`src/rtl/ptw_ad_update_ctrl.sv`:
```
// Hardware Accessed/Dirty update sequencer for Sv32 leaf PTEs: guarded
// read-modify-write on the shared data-memory port with a single status response.
module ptw_ad_update_ctrl #(
  parameter logic        USE_HW_SET_AD  = 1'b1,
  parameter int unsigned TIMEOUT_CYCLES = 255,
  parameter int unsigned BIT_A          = 6,
  parameter int unsigned BIT_D          = 7
) (
  input  logic        clk,
  input  logic        rst_n,
  input  logic        req_valid_i,
  output logic        req_ready_o,
  input  logic [33:0] req_paddr_i,
  input  logic [31:0] req_pte_i,
  input  logic        req_set_a_i,
  input  logic        req_set_d_i,
  output logic        rsp_valid_o,
  output logic [1:0]  rsp_status_o,
  output logic [31:0] rsp_pte_o,
  output logic        mem_req_o,
  output logic        mem_we_o,
  output logic [33:0] mem_addr_o,
  output logic [31:0] mem_wdata_o,
  input  logic        mem_gnt_i,
  input  logic        mem_rvalid_i,
  input  logic [31:0] mem_rdata_i,
  input  logic        mem_err_i
);

  localparam int unsigned PA_W  = 34;
  localparam int unsigned PTE_W = 32;
  localparam int unsigned CNT_W = 16;

  localparam logic [PTE_W-1:0] A_MASK   = PTE_W'(1) << BIT_A;
  localparam logic [PTE_W-1:0] D_MASK   = PTE_W'(1) << BIT_D;
  localparam logic [CNT_W-1:0] CNT_LAST = CNT_W'(TIMEOUT_CYCLES - 1);

  localparam logic [1:0] ST_OK_NOWRITE = 2'b00;
  localparam logic [1:0] ST_OK_WRITTEN = 2'b01;
  localparam logic [1:0] ST_RETRY      = 2'b10;
  localparam logic [1:0] ST_FAULT      = 2'b11;

  typedef enum logic [2:0] {
    S_IDLE,
    S_RD_REQ,
    S_RD_WAIT,
    S_WR_REQ,
    S_WR_WAIT,
    S_RESP
  } state_e;

  state_e            state_q, state_d;
  logic [PA_W-1:0]   paddr_q, paddr_d;
  logic [PTE_W-1:0]  pte_q, pte_d;
  logic              set_a_q, set_a_d;
  logic              set_d_q, set_d_d;
  logic [PTE_W-1:0]  new_q, new_d;
  logic [1:0]        res_status_q, res_status_d;
  logic [PTE_W-1:0]  res_pte_q, res_pte_d;
  logic [CNT_W-1:0]  cnt_q, cnt_d;
  logic              ready_q, ready_d;
  logic              rsp_valid_q, rsp_valid_d;
  logic [1:0]        rsp_status_q, rsp_status_d;
  logic [PTE_W-1:0]  rsp_pte_q, rsp_pte_d;
  logic              mem_req_q, mem_req_d;
  logic              mem_we_q, mem_we_d;
  logic [PA_W-1:0]   mem_addr_q, mem_addr_d;
  logic [PTE_W-1:0]  mem_wdata_q, mem_wdata_d;

  logic              need_c;
  logic              gnt_c;
  logic              timeout_c;
  logic              in_mem_state_c;
  logic [PTE_W-1:0]  new_c;

  // State and output registers
  always_ff @(posedge clk) begin
    if (!rst_n) begin
      state_q      <= S_IDLE;
      paddr_q      <= '0;
      pte_q        <= '0;
      set_a_q      <= 1'b0;
      set_d_q      <= 1'b0;
      new_q        <= '0;
      res_status_q <= '0;
      res_pte_q    <= '0;
      cnt_q        <= '0;
      ready_q      <= 1'b1;
      rsp_valid_q  <= 1'b0;
      rsp_status_q <= '0;
      rsp_pte_q    <= '0;
      mem_req_q    <= 1'b0;
      mem_we_q     <= 1'b0;
      mem_addr_q   <= '0;
      mem_wdata_q  <= '0;
    end else begin
      state_q      <= state_d;
      paddr_q      <= paddr_d;
      pte_q        <= pte_d;
      set_a_q      <= set_a_d;
      set_d_q      <= set_d_d;
      new_q        <= new_d;
      res_status_q <= res_status_d;
      res_pte_q    <= res_pte_d;
      cnt_q        <= cnt_d;
      ready_q      <= ready_d;
      rsp_valid_q  <= rsp_valid_d;
      rsp_status_q <= rsp_status_d;
      rsp_pte_q    <= rsp_pte_d;
      mem_req_q    <= mem_req_d;
      mem_we_q     <= mem_we_d;
      mem_addr_q   <= mem_addr_d;
      mem_wdata_q  <= mem_wdata_d;
    end
  end

  // Next-state and registered-output logic
  always_comb begin
    state_d      = state_q;
    paddr_d      = paddr_q;
    pte_d        = pte_q;
    set_a_d      = set_a_q;
    set_d_d      = set_d_q;
    new_d        = new_q;
    res_status_d = res_status_q;
    res_pte_d    = res_pte_q;
    cnt_d        = cnt_q;
    rsp_status_d = rsp_status_q;
    rsp_pte_d    = rsp_pte_q;
    mem_addr_d   = mem_addr_q;
    mem_wdata_d  = mem_wdata_q;

    need_c = (req_set_a_i && ((req_pte_i & A_MASK) == '0)) ||
             (req_set_d_i && ((req_pte_i & D_MASK) == '0));
    gnt_c     = mem_req_q && mem_gnt_i;
    timeout_c = (cnt_q == CNT_LAST);
    new_c     = mem_rdata_i | (set_a_q ? A_MASK : '0) | (set_d_q ? D_MASK : '0);

    unique case (state_q)
      S_IDLE: begin
        if (req_valid_i && ready_q) begin
          paddr_d = req_paddr_i;
          pte_d   = req_pte_i;
          set_a_d = req_set_a_i;
          set_d_d = req_set_d_i;
          if (!need_c) begin
            state_d      = S_RESP;
            res_status_d = ST_OK_NOWRITE;
            res_pte_d    = req_pte_i;
          end else if (!USE_HW_SET_AD) begin
            state_d      = S_RESP;
            res_status_d = ST_FAULT;
            res_pte_d    = req_pte_i;
          end else begin
            state_d = S_RD_REQ;
          end
        end
      end
      S_RD_REQ: begin
        if (gnt_c) begin
          state_d = S_RD_WAIT;
        end else if (timeout_c) begin
          state_d      = S_RESP;
          res_status_d = ST_FAULT;
          res_pte_d    = pte_q;
        end
      end
      S_RD_WAIT: begin
        if (mem_rvalid_i) begin
          state_d = S_RESP;
          if (mem_err_i) begin
            res_status_d = ST_FAULT;
            res_pte_d    = pte_q;
          end else if (!mem_rdata_i[0]) begin
            res_status_d = ST_FAULT;
            res_pte_d    = mem_rdata_i;
          end else if (mem_rdata_i != pte_q) begin
            // PTE changed under us (another hart or SW); walker must restart
            res_status_d = ST_RETRY;
            res_pte_d    = mem_rdata_i;
          end else begin
            state_d = S_WR_REQ;
            new_d   = new_c;
          end
        end else if (timeout_c) begin
          state_d      = S_RESP;
          res_status_d = ST_FAULT;
          res_pte_d    = pte_q;
        end
      end
      S_WR_REQ: begin
        if (gnt_c) begin
          state_d = S_WR_WAIT;
        end else if (timeout_c) begin
          state_d      = S_RESP;
          res_status_d = ST_FAULT;
          res_pte_d    = pte_q;
        end
      end
      S_WR_WAIT: begin
        if (mem_rvalid_i) begin
          state_d      = S_RESP;
          res_status_d = mem_err_i ? ST_FAULT : ST_OK_WRITTEN;
          res_pte_d    = new_q;
        end else if (timeout_c) begin
          state_d      = S_RESP;
          res_status_d = ST_FAULT;
          res_pte_d    = pte_q;
        end
      end
      S_RESP: begin
        state_d = S_IDLE;
      end
      default: begin
        state_d = S_IDLE;
      end
    endcase

    in_mem_state_c = (state_q == S_RD_REQ) || (state_q == S_RD_WAIT) ||
                     (state_q == S_WR_REQ) || (state_q == S_WR_WAIT);
    if (state_d != state_q) begin
      cnt_d = '0;
    end else if (in_mem_state_c) begin
      cnt_d = cnt_q + CNT_W'(1);
    end

    // Request stays up only while remaining in a REQ state, so it drops after grant or timeout
    mem_req_d = ((state_q == S_RD_REQ) && (state_d == S_RD_REQ)) ||
                ((state_q == S_WR_REQ) && (state_d == S_WR_REQ));
    mem_we_d  = (state_q == S_WR_REQ) && (state_d == S_WR_REQ);
    if (mem_req_d) begin
      mem_addr_d = paddr_q;
    end
    if (mem_we_d) begin
      mem_wdata_d = new_q;
    end

    ready_d     = (state_d == S_IDLE);
    rsp_valid_d = (state_q == S_RESP);
    if (state_q == S_RESP) begin
      rsp_status_d = res_status_q;
      rsp_pte_d    = res_pte_q;
    end
  end

  assign req_ready_o  = ready_q;
  assign rsp_valid_o  = rsp_valid_q;
  assign rsp_status_o = rsp_status_q;
  assign rsp_pte_o    = rsp_pte_q;
  assign mem_req_o    = mem_req_q;
  assign mem_we_o     = mem_we_q;
  assign mem_addr_o   = mem_addr_q;
  assign mem_wdata_o  = mem_wdata_q;

endmodule

```
`config.mk`:
```
export PLATFORM = sky130hd
export DESIGN_NAME = ptw_ad_update_ctrl
export DESIGN_NICKNAME = d
export VERILOG_FILES = /design/src/rtl/ptw_ad_update_ctrl.sv
export SDC_FILE = /design/constraint.sdc
export NUM_CORES = 1
export LEC_CHECK = 0
export CORE_AREA = 4 4 166 168
export DETAILED_ROUTE_END_ITERATION = 16
export DIE_AREA = 0 0 170 172
export PLACE_DENSITY = 0.73
export SKIP_CTS_REPAIR_TIMING = 1
export SYNTH_ARGS = -nofsm -noshare
export SYNTH_HDL_FRONTEND = slang
export SYNTH_SLANG_ARGS = --single-unit
```
`constraint.sdc`:
```
create_clock -name clk -period 3.2 [get_ports clk]
set_input_delay 0.32 -clock clk [delete_from_list [all_inputs] [get_ports clk]]
set_output_delay 0.32 -clock clk [all_outputs]
set_load 0.02 [all_outputs]
```
==> key figures <==
Synthesis
  • Adder-Cell Fraction of Synth Area: 0.216%
  • Post-synth top area share: 44.4%
  • Syn avg cell area: 7.83 um^2
  • Primary FF master, synth: dfxtp_1
  • Syn Inst Count: 1481
  • XOR/XNOR share of the synthesized area: under 10%
  • Dominant cell type by area after synthesis: dfxtp_1
  • Multiplexer area fraction after synthesis: 8.20%
  • Combinational family with the most area after synthesis: simple AND/OR/NAND/NOR gates
  • Syn nets: ~1600
  • Synth Area in Compound Gates: 17.4%
  • Synth area leaders: dfxtp_1 44%, nand2_1 16%, a21oi_1 8.8%
  • Synth Area in Simple Gates: 21.8%
  • Synth async-reset ratio: 0%
  • Mapped Area: 0.0116 mm^2
  • Seq/Total Area, Yosys: 44.4%
  • Netlist cell types: 48
  • EDFF count, synth: 0
  • #FFs+latches synth: about 260
  • Synth warn: 0

Timing
  • Pins over their slew limit: 0
  • Fin. Hold Viols: 0
  • Setup-failing EPs final: 0
  • Rel. slew slack: between 40% and 50%
  • Setup TNS: 0 ns
  • Fmax: 0.390 GHz
  • Final min period: 2.57 ns
  • Final period util: between 80% and 90%
  • Worst Tran Pin Value: 0.773 ns
  • RSZ-0062 raised after global routing: no
  • Worst Skew: 0.0247 ns

Critical path
  • Worst r2r dst: cnt_q[2]$_SDFFE_PP0P_
  • WP data arrival: between 2 and 3 ns
  • Critical Path RT: 3.61 ns
  • Reg2reg setup slack: 0.63 ns
  • Crit-path max FO: 15
  • Crit path from: cnt_q[1]$_SDFFE_PP0P_
  • Critical path launch point type: flip-flop
  • Critical path cell sequence: ha_1 > nor4b_1 > nand4_1 > buf_4 > nor2_1 > a211oi_1 > a211oi_1 > buf_4 > nor3_1
  • Critical path's largest stage delay: 0.46 ns
  • Reg2Reg Depth: 9
  • CP Class: flip-flop to flip-flop
  • Critical path's slowest cell: a211oi_1
  • Worst r2r src: cnt_q[1]$_SDFFE_PP0P_
  • Crit path capture: cnt_q[2]$_SDFFE_PP0P_
  • Crit. End Element: flip-flop

Floorplanning
  • Io pins: 210
  • Die W: 170 um
  • Site row count: just under 60
  • DIE AREA: around 0.029 mm^2
  • Core Box Area: 0.0259 mm^2
  • Die Y: 172 um
  • Initial core utilization: 44.7%

Global route
  • Antenna violations before repair: 1
  • Largest net degree at the start of global routing: 114
  • First-pass GRT wire length: 58200 um
  • Vias in the first global route: 10446
  • Total GRT Usage: roughly 25%
  • Global route overflow: 0

Power
  • Pwr dens: 558 mW/mm^2
  • Max VDD drop: just over 400 uV
  • Total design power: ~8300 uW
  • Lkg Pwr: about 0.0054 uW

Routing
  • WL final: 37300 um
  • Via Count: about 11000
  • Met2 wire len: 16500 um
  • Highest Signal Layer: met5
  • Detail Route Antenna Nets: 0
  • Met3 WL: 3700 um
  • DRC: 0
  • Vias/cell: 5.60
  • Metal-1 WL: 15800 um
  • Iteration-0 DRC count of the detailed router: 1137
  • 1st-pass router iterations: 5
  • Routed len/inst: about 19 um

Clock network
  • CTS Sinks: 257
  • CTS buffer count: 27
  • Reg clk slew, reported paths: 0.06 ns
  • H-tree depth: 1
  • CTS tree: done
  • Clk_lat worst skew: 0.54 ns
  • CTS Root Buffer Type: clkbuf_16
  • Max Buffers Root-to-Sink: 3

Layout
  • Layout cells sized above 1: 5.80%
  • P&R area growth vs syn: 28.0%
  • Antenna cells: 0
  • # nets final: 1745
  • Commonest non-fill, non-tap cell in the layout: nand2_1
  • Most frequent cells in the layout: 504 x nand2_1, 257 x dfxtp_1, 207 x clkdlybuf4s50_1, 205 x a21oi_1, 95 x mux2i_1

Job
  • MaxCap Viol Count: 0

Status
  • Outcome: completed

Placement
  • Post-DP HPWL: 25900 um
  • # port buffers: 209
  • Final Wtd Congestion: 0.929

Worst hold path
  • Min-Delay Startpoint: req_paddr_i[22]
  • Worst min path class: input pin to flip-flop
## state kept, by name, indices dropped and copies added (netlist names), 2 cells and up
register / count
rsp_pte_o: 32
res_status_q: 2
cnt_q: 16
mem_wdata_o: 32
mem_addr_o: 34
state_q: 3
paddr_q: 34
pte_q: 32
rsp_status_o: 2
new_q: 32
res_pte_q: 32
## critical path, delay by kind of cell (launching register included)
kind / cells / cell delay, ns
flip-flops: 1 / 0.43
AO/OA/AOI/OAI: 2 / 0.53
AND/OR/NAND/NOR: 4 / 0.72
adder cells (fa/ha/maj): 1 / 0.18
buffers and inverters: 2 / 0.58
## Yosys cell counts (3+ instances only)
cell / number
nand2_1: 504
dfxtp_1: 257
a21oi_1: 205
clkbuf_1: 102
mux2i_1: 95
nand3_1: 37
o21a_1: 34
o211ai_1: 33
xnor2_1: 33
o221ai_1: 32
nor2_1: 20
nor3_1: 17
xor2_1: 13
nand4_1: 12
inv_1: 9
buf_1: 8
o21ai_0: 8
a211oi_1: 6
and2_1: 6
buf_2: 6
and3_1: 5
buf_6: 4
a221oi_1: 3
or2_2: 3
## where the power goes
part / leakage [uW] / internal [uW] / switching [uW]
Clock: 0.000432 / 1830 / 1270
Combinational: 0.00290 / 628 / 949
Sequential: 0.00208 / 3410 / 195
## final cells by class
class | instances | area [um^2]
fillers | 2368 | 11100
multi-input cells | 1092 | 5930
flip-flops and latches | 257 | 5140
repair buffers | 247 | 2420
clock buffers | 39 | 811
well taps | 335 | 419
clock inverters | 7 | 68.8
inverters | 12 | 50.0
## per-stage QoR
| step | setup slack (ns) | hold slack [ns] | instance area (um^2) | utilization (%) | instances |
|---|---|---|---|---|---|
| 2_1_floorplan | 0.869 | 0.432 | 11600 | - | 1481 |
| 3_3_place_gp | 0.379 | 0.436 | 14000 | 53.9 | 1943 |
| 3_5_place_dp | 0.332 | 0.443 | 14000 | 53.9 | 1943 |
| 4_1_cts | 0.671 | 0.296 | 14800 | 57.3 | 1989 |
| 5_1_grt | 0.367 | 0.325 | 14800 | 57.3 | 1989 |
| 6_report | 0.634 | 0.323 | 14800 | 57.3 | 1989 |
## metal layers
layer / vias to the layer above / GRT usage, %
met4: 2 / 8.72
li1: 5338 / -
met1: 5216 / 33.7
met5: - / 0
met3: 79 / 6.68
met2: 510 / 37.6
## kinds of logic (layout without fill, tap and decap cells)
logic type	after synthesis	count (layout)
and+or+nand+nor	618	618
AOI/OAI and AO/OA	331	331
DFF	257	257
buffers and inverters	132	305
muxes	95	95
xor gates and xnor gates	46	46
adders and majority gates	2	2
## how the worst min path moves through the flow
| stage | end | cells after the start |
|---|---|---|
| after floorplan | mem_wdata_o[0]$_SDFFE_PN0P_ | 2 |
| after global placement | mem_addr_o[17]$_SDFFE_PN0P_ | 2 |
| after detailed placement | mem_addr_o[22]$_SDFFE_PN0P_ | 2 |
| after CTS | req_ready_o$_SDFF_PN1_ | 2 |
| after global routing | paddr_q[24]$_SDFFE_PN0P_ | 3 |
| final | paddr_q[22]$_SDFFE_PN0P_ | 3 |
Note: power is estimated with default switching activity, not from simulation.
